File: config.mk
export PLATFORM = sky130hd
export DESIGN_NAME = rr_arbiter8
export DESIGN_NICKNAME = d
export VERILOG_FILES = /design/src/rtl/arb_pkg.sv /design/src/rtl/rr_pick8.sv /design/src/rtl/rr_arbiter8.sv
export SDC_FILE = /design/constraint.sdc
export NUM_CORES = 1
export LEC_CHECK = 0
export CAP_MARGIN = 40
export CORE_ASPECT_RATIO = 1.25
export CORE_UTILIZATION = 51
export DETAILED_ROUTE_END_ITERATION = 10
export MAX_ROUTING_LAYER = met4
export PLACE_DENSITY = 0.77
export SETUP_SLACK_MARGIN = 0.2
export SLEW_MARGIN = 20
export SYNTH_ARGS = -nofsm -noshare
export SYNTH_HDL_FRONTEND = slang
export SYNTH_SLANG_ARGS = --single-unit
File: constraint.sdc
create_clock -name clk -period 2.6 [get_ports clk]
set_input_delay 0.26 -clock clk [delete_from_list [all_inputs] [get_ports clk]]
set_output_delay 0.26 -clock clk [all_outputs]
set_load 0.02 [all_outputs]
File: src/rtl/arb_pkg.sv
// Shared types and helpers for the 8-way round-robin arbiter; no logic, no latency.
// Priority pointer arithmetic wraps modulo N_REQ.
package arb_pkg;

    localparam int N_REQ = 8;
    localparam int IDX_W = 3;

    typedef enum logic {
        IDLE  = 1'b0,
        GRANT = 1'b1
    } arb_state_e;

    function automatic logic [IDX_W-1:0] rr_next(input logic [IDX_W-1:0] idx);
        return IDX_W'(idx + IDX_W'(1));
    endfunction

endpackage

File: src/rtl/rr_pick8.sv
// Combinational round-robin pick: first set request at or after ptr, as one-hot.
// Zero latency; no flow control, found is low when no request is set.
module rr_pick8
    import arb_pkg::*;
(
    input  logic [N_REQ-1:0] req,
    input  logic [IDX_W-1:0] ptr,
    output logic [N_REQ-1:0] pick,
    output logic             found
);

    logic [2*N_REQ-1:0] req_dbl;
    logic [2*N_REQ-1:0] rot_dbl;
    logic [N_REQ-1:0]   rot;
    logic [N_REQ-1:0]   rot_first;
    logic [2*N_REQ-1:0] back_dbl;

    // Rotate right so index ptr lands at bit 0, isolate lowest set bit, rotate back.
    always_comb begin
        req_dbl   = {req, req};
        rot_dbl   = req_dbl >> ptr;
        rot       = rot_dbl[N_REQ-1:0];
        rot_first = rot & (~rot + N_REQ'(1));
        back_dbl  = {rot_first, rot_first} << ptr;
        pick      = back_dbl[2*N_REQ-1:N_REQ];
        found     = |req;
    end

endmodule

File: src/rtl/rr_arbiter8.sv
// Round-robin arbiter with registered one-hot grant, done/req-drop release and hold limit.
// Grant one cycle after request; one idle bubble after every release.
module rr_arbiter8
    import arb_pkg::*;
#(
    parameter int MAX_HOLD = 16
) (
    input  logic             clk,
    input  logic             rst,
    input  logic             en,
    input  logic [N_REQ-1:0] req,
    input  logic             done,
    output logic [N_REQ-1:0] gnt,
    output logic             v,
    output logic             timeout
);

    localparam int CW = $clog2(MAX_HOLD);
    localparam logic [CW-1:0] HOLD_LAST = CW'(MAX_HOLD - 1);

    arb_state_e       state_q, state_d;
    logic [IDX_W-1:0] ptr_q, ptr_d;
    logic [IDX_W-1:0] idx_q, idx_d;
    logic [CW-1:0]    hold_q, hold_d;
    logic [N_REQ-1:0] gnt_q, gnt_d;
    logic             v_q, v_d;
    logic             to_q, to_d;

    logic [N_REQ-1:0] pick;
    logic             found;
    logic [IDX_W-1:0] pick_idx;

    rr_pick8 u_pick (
        .req   (req),
        .ptr   (ptr_q),
        .pick  (pick),
        .found (found)
    );

    always_comb begin
        pick_idx = '0;
        for (int i = 0; i < N_REQ; i++) begin
            if (pick[i]) pick_idx = IDX_W'(i);
        end
    end

    always_comb begin
        state_d = state_q;
        ptr_d   = ptr_q;
        idx_d   = idx_q;
        hold_d  = hold_q;
        gnt_d   = gnt_q;
        to_d    = 1'b0;
        case (state_q)
            IDLE: begin
                gnt_d = '0;
                if (en && found) begin
                    gnt_d   = pick;
                    idx_d   = pick_idx;
                    hold_d  = '0;
                    state_d = GRANT;
                end
            end
            GRANT: begin
                if (!en) begin
                    gnt_d   = '0;
                    state_d = IDLE;
                end else if (done || !req[idx_q]) begin
                    gnt_d   = '0;
                    ptr_d   = rr_next(idx_q);
                    state_d = IDLE;
                end else if (hold_q == HOLD_LAST) begin
                    gnt_d   = '0;
                    to_d    = 1'b1;
                    ptr_d   = rr_next(idx_q);
                    state_d = IDLE;
                end else begin
                    // Below HOLD_LAST here, so the increment never wraps.
                    hold_d = hold_q + CW'(1);
                end
            end
            default: begin
                gnt_d   = '0;
                state_d = IDLE;
            end
        endcase
        v_d = |gnt_d;
    end

    always_ff @(posedge clk) begin
        if (rst) begin
            state_q <= IDLE;
            ptr_q   <= '0;
            idx_q   <= '0;
            hold_q  <= '0;
            gnt_q   <= '0;
            v_q     <= 1'b0;
            to_q    <= 1'b0;
        end else begin
            state_q <= state_d;
            ptr_q   <= ptr_d;
            idx_q   <= idx_d;
            hold_q  <= hold_d;
            gnt_q   <= gnt_d;
            v_q     <= v_d;
            to_q    <= to_d;
        end
    end

    assign gnt     = gnt_q;
    assign v       = v_q;
    assign timeout = to_q;

endmodule

==> flow_metrics.env, run 1 <==
export IMPL_status="complete, but fails checks"
export IMPL_violations="design-rule violations, negative setup slack"
export IMPL_syn_to_final_growth_pct=42.28
export IMPL_clock_latency_ns=0.26
export IMPL_ant_nets=0
export IMPL_netSwitchingPower_mw=0.3457
export IMPL_cts_max_level=1
export IMPL_antenna_found_initial=0
export IMPL_nFillCells=258
export IMPL_crit_arrival_ns=2.84
export IMPL_synthTopCellsByArea="dfxtp_1 (21%), mux4_2 (12%), mux2i_1 (5.5%)"
export IMPL_fin_crit_ns=2.710
export IMPL_finalMaxSlewViolations=0
export IMPL_setup_viol=7
export IMPL_die_x_um=57.93
export IMPL_synth_top_family_by_area="compound AO/OA/AOI/OAI gates"
export IMPL_clock_path_buffers=2
export IMPL_ios=22
export IMPL_grt_max_degree=22
export IMPL_p_leak_nw=1.122
export IMPL_synth_top_cell_area_share_pct=21.08
export IMPL_syn_area_um2=1994
export IMPL_finish_utilization_pct=75.60
export IMPL_seq_area_frac_synth_pct=21.08
export IMPL_hold_violations=0
export IMPL_vdd_ir_drop_max_mv=0.2203
export IMPL_synth_edf_count=0
export IMPL_ys_ff_latch=21
export IMPL_synthXorXnorAreaFrac_pct=1.317
export IMPL_synthAdderAreaFrac_pct=1.255
export IMPL_dp_cells=325
export IMPL_critPathCaptureType="flop"
export IMPL_final_cell_mix="buf_4 (61), nand2_1 (21), dfxtp_1 (19), nor2_1 (18), clkdlybuf4s50_1 (14)"
export IMPL_synth_ff_type="dfxtp_1"
export IMPL_setup_ws_ns=-0.1102
export IMPL_root_buffer="clkbuf_8"
export IMPL_route_detailed_drc=3
export IMPL_seq_power_share_pct=34.8
export IMPL_final_common_cell="buf_4"
export IMPL_synthDistinctLibCells=62
export IMPL_worst_setup_path_type="reg2reg"
export IMPL_via_count=2295
export IMPL_cts_tree="yes"
export IMPL_finalNetCount=314
export IMPL_critical_path_required_ns=2.73
export IMPL_pwr_share_clk_pct=20.7
export IMPL_finClkSkew_ns=0.001627
export IMPL_min_path_type="reg2reg"
export IMPL_cp_max_fo=6
export IMPL_firstDrtPassIters=8
export IMPL_worst_slew_pin_slew_ns=0.7432
export IMPL_synth_simple_area_share_pct=22.90
export IMPL_cts_buffers=3
export IMPL_layout_cells_non_filler=339
export IMPL_swShare_pct=34.06
export IMPL_cap_violations=0
export IMPL_path_clk_slew_ns=0.07
export IMPL_grt_remaining_overflow=0
export IMPL_pre_cts_ws_ns=-0.5052
export IMPL_drt_iter0_drc=173
export IMPL_yosysWarningCount=0
export IMPL_cts_sinks=21
export IMPL_synth_largest_area_cell="dfxtp_1"
export IMPL_place_congestion=0.9357
export IMPL_die_y_um=71.92
export IMPL_fp_coreArea_um2=3754
export IMPL_avgSynthCellArea_um2=8.487
export IMPL_dieArea_um2=4166
export IMPL_totalWireLength_um=6557
export IMPL_via_per_inst=6.770
export IMPL_port_buffers=21
export IMPL_final_layout_size_suffix_gt1_share_pct=40.80
export IMPL_cts_hold_buffers_added=0
export IMPL_grt_pass1_wl_um=9653
export IMPL_internal_power_mw=0.6692
export IMPL_row_count=25
export IMPL_fin_crit_sh_pct=104.2
export IMPL_synthMuxAreaShare_pct=22.08
export IMPL_rsz0062_at_grt="true"
export IMPL_max_freq_mhz=369.0
export IMPL_worst_hold_slack_ns=0.4712
export IMPL_pwr_share_comb_pct=44.5
export IMPL_n_antenna_cell=0
export IMPL_synth_nets=249
export IMPL_initial_core_util_pct=53.13
export IMPL_slew_headroom_pct=50.30
export IMPL_syn_inst=235
export IMPL_grt_total_usage_pct=30.78
export IMPL_synth_compound_area_share_pct=24.03
export IMPL_avgRoutedWirePerCell_um=19.34
export IMPL_power_density_nw_per_um2=357.6
export IMPL_grt_pass1_vias=2116
export IMPL_startpoint_type="flop"
export IMPL_dp_hpwl_um=4228
export IMPL_synthArstFlopShare_pct=0
[cells by family after synthesis]
kind of cell             count (synthesis)
adder cells (fa/ha/maj)                  2
flip-flops                              21
AO/OA/AOI/OAI                           64
AND/OR/NAND/NOR                         89
multiplexers                            28
buffers and inverters                   28
XOR/XNOR                                 3
[Yosys cell counts (2+ instances only)]
cell type and number:
a211o_1 2, a211oi_1 4, a21o_1 4, a21oi_1 14, a22o_1 4, a31oi_1 4
and2_1 6, buf_2 2, buf_6 2, clkbuf_1 14, clkbuf_2 3, dfxtp_1 21
ha_1 2, inv_1 3, mux2_2 4, mux2i_1 11, mux4_2 11, nand2_1 23
nand2b_1 3, nand3_1 5, nand4_1 2, nor2_1 18, nor2b_1 6, nor3_1 7
nor4_1 6, o2111ai_1 4, o211ai_1 2, o21a_1 2, o21ai_0 4, o21ai_1 2
o311ai_0 2, o31ai_1 3, or2_1 2, or2_2 2, or3_1 2, xor2_1 3
[layer usage]
metal	wire (um)	track usage, %
met4	362	16.40
met2	3370	54.79
met3	441	1.248
met5	0	-
met1	2382	34.38
[critical path, cell delays in order (launching register included)]
cell and delay [ns]:
dfxtp_4 0.39, buf_4 0.12, mux4_2 0.53, mux2_4 0.32
and2_1 0.20, o2111ai_2 0.29, nand2_2 0.13, nor4bb_4 0.33
nand4_1 0.13, o2bb2ai_1 0.14
[flip-flops by register name (all words and copies together), names as in the netlist]
name,cells
gnt,8
hold_q,4
idx_q,3
ptr_q,3
state_q,1
timeout,1
v,1
[area by class of cell]
| class | instances | area (um^2) | area share [%] |
|---|---|---|---|
| clock buffers | 4 | 45.04 | 1.587 |
| inverters | 4 | 15.01 | 0.5291 |
| multi-input cells | 186 | 1612 | 56.79 |
| flip-flops and latches | 21 | 425.4 | 14.99 |
| well taps | 40 | 50.05 | 1.764 |
| repair buffers | 84 | 690.7 | 24.34 |
[repair_timing]
item	CTS	global route
gates resized for setup	28	19
setup endpoints to repair	16	13
setup buffers	6	4
hold endpoints to repair	0	0
pin swaps	8	10
[through the flow]
stage	power, mW	area [um^2]	setup TNS, ns
floorplan	0.5968	2046	0
global placement	0.7332	2572	-3.905
detailed placement	0.7426	2572	-5.168
global route	1.054	2838	-1.528
finish	1.015	2838	-0.4768
CTS	0.9616	2729	-0.08811
[worst paths after layout]
check | startpoint | to | slack (ns) | cells past startpoint
hold / removal | gnt[4] | gnt[4] | 0.47 | 2
setup / recovery | ptr_q[0] | v | -0.11 | 9
hold reg to reg | gnt[4] | gnt[4] | 0.47 | 2
setup reg to reg | ptr_q[0] | v | -0.11 | 9
[power groups by stage]
stage                     clock [mW]  sequential, mW  combinational, mW
after global placement             0           0.364              0.369
after CTS                      0.208           0.353              0.400
after floorplan                    0           0.360              0.236
after global routing           0.225           0.355              0.474
after detailed placement           0           0.364              0.378
final                          0.210           0.354              0.451
No activity file was read; power rests on OpenSTA's default activity.
==> run 2, diff against run 1 <==
SETUP_SLACK_MARGIN = 0.4   (was 0.2)
==> flow_metrics.env, run 2 (synthesis results as in run 1) <==
export IMPL_status="complete, but fails checks"
export IMPL_violations="design-rule violations, negative setup slack"
export IMPL_place_congestion=0.8608
export IMPL_final_common_cell="buf_4"
export IMPL_ant_nets=0
export IMPL_route_detailed_drc=3
export IMPL_pre_cts_ws_ns=-0.4661
export IMPL_largest_reg_flops=8
export IMPL_antenna_found_initial=0
export IMPL_power_density_nw_per_um2=363.2
export IMPL_clock_latency_ns=0.26
export IMPL_totalWireLength_um=6647
export IMPL_fin_crit_sh_pct=103.0
export IMPL_initial_core_util_pct=53.13
export IMPL_grt_pass1_wl_um=10080
export IMPL_die_y_um=71.92
export IMPL_grt_max_degree=22
export IMPL_total_power_mw=1.022
export IMPL_fp_coreArea_um2=3754
export IMPL_cap_violations=0
export IMPL_avgRoutedWirePerCell_um=19.96
export IMPL_cts_max_level=1
export IMPL_clock_path_buffers=2
export IMPL_worst_hold_slack_ns=0.4730
export IMPL_cts_sinks=21
export IMPL_p_leak_nw=1.104
export IMPL_via_count=2245
export IMPL_final_cell_mix="buf_4 (53), nand2_1 (21), dfxtp_1 (19), nor2_1 (18), clkdlybuf4s50_1 (13)"
export IMPL_die_x_um=57.93
export IMPL_fin_setup_tns_ns=-0.1943
export IMPL_crit_arrival_ns=2.83
export IMPL_grt_remaining_overflow=0
export IMPL_worst_setup_path_type="reg2reg"
export IMPL_cts_hold_buffers_added=0
export IMPL_final_layout_size_suffix_gt1_share_pct=39.59
export IMPL_path_clk_slew_ns=0.08
export IMPL_drt_iter0_drc=158
export IMPL_dieArea_um2=4166
export IMPL_critPathCaptureType="flop"
export IMPL_cts_tree="yes"
export IMPL_root_buffer="clkbuf_8"
export IMPL_dp_hpwl_um=4367
export IMPL_ios=22
export IMPL_n_antenna_cell=0
export IMPL_firstDrtPassIters=7
export IMPL_finClkSkew_ns=0.002824
export IMPL_row_count=25
export IMPL_cts_buffers=3
export IMPL_finalMaxSlewViolations=0
export IMPL_via_per_inst=6.742
export IMPL_syn_to_final_growth_pct=41.03
export IMPL_max_freq_mhz=373.5
export IMPL_grt_total_usage_pct=32.07
export IMPL_slew_headroom_pct=67.91
export IMPL_final_area_um2=2813
export IMPL_startpoint_type="flop"
export IMPL_setup_viol=4
export IMPL_min_path_type="reg2reg"
export IMPL_critical_path_required_ns=2.76
export IMPL_worst_slew_pin_slew_ns=0.4739
export IMPL_hold_depth=2
export IMPL_placed_area_um2=2551
export IMPL_finalNetCount=308
export IMPL_grt_pass1_vias=2254
export IMPL_hold_violations=0
export IMPL_rsz0062_at_grt="true"
export IMPL_vdd_ir_drop_max_mv=0.1932
export IMPL_fin_crit_ns=2.677
export IMPL_r2r_cells=9
export IMPL_setup_ws_ns=-0.07709
export IMPL_port_buffers=21
export IMPL_cp_max_fo=7
-- run 2: cell count changes in the layout (fill, tap and decap cells not counted), sizes merged --
cell,change
buf,-6
clkbuf,-1
clkdlybuf4s50,-1
clkinv,+1
dlygate4sd2,+1
-- run 2: timing repair --
action | CTS | global route
setup buffers | 8 | 1
pin swaps | 13 | 8
resized for setup | 33 | 13
endpoints found under the setup margin | 20 | 13
-- run 2: area by class of cell --
cell class              instances  area (um^2)
clock buffers                   3        41.29
clock inverters                 1        5.005
fillers                       278        940.9
inverters                       4        15.01
multi-input cells             186         1612
flip-flops and latches         21        425.4
well taps                      40        50.05
repair buffers                 78        664.4
-- run 2: report_power, final --
| group | total (mW) | switching (mW) | leakage [nW] | internal [mW] |
|---|---|---|---|---|
| registers | 0.352 | 0.0166 | 0.172 | 0.335 |
| clock network | 0.215 | 0.108 | 0.0255 | 0.107 |
| logic | 0.455 | 0.230 | 0.906 | 0.225 |
-- run 2: critical path, cell delays in order, from the launching register on --
cell	delay [ns]
dfxtp_4	0.37
buf_12	0.13
mux4_2	0.53
mux2_4	0.33
and2_4	0.19
o2111ai_2	0.25
nand2_2	0.12
nor4bb_4	0.33
nand4_1	0.18
o2bb2ai_1	0.16
-- run 2: worst paths after layout --
check	from	to	slack [ns]
hold reg to reg	gnt[7]	gnt[7]	0.47
setup / recovery	ptr_q[0]	v	-0.08
setup reg to reg	ptr_q[0]	v	-0.08
hold / removal	gnt[7]	gnt[7]	0.47
-- run 2: layer usage --
layer  GRT usage [%]  routed length (um)  vias to the layer above
li1                -                   -                     1009
met1           34.46                2343                     1073
met2           55.30                3476                      120
met3           2.496                 407                       43
met4           22.22                 419                        0
met5               -                   0                        -
-- run 2: stage by stage --
stage,utilization (%),cells
after global placement,67.97,320
after global routing,74.93,333
after detailed placement,67.97,320
final,74.93,333
after floorplan,-,235
after CTS,73.17,332
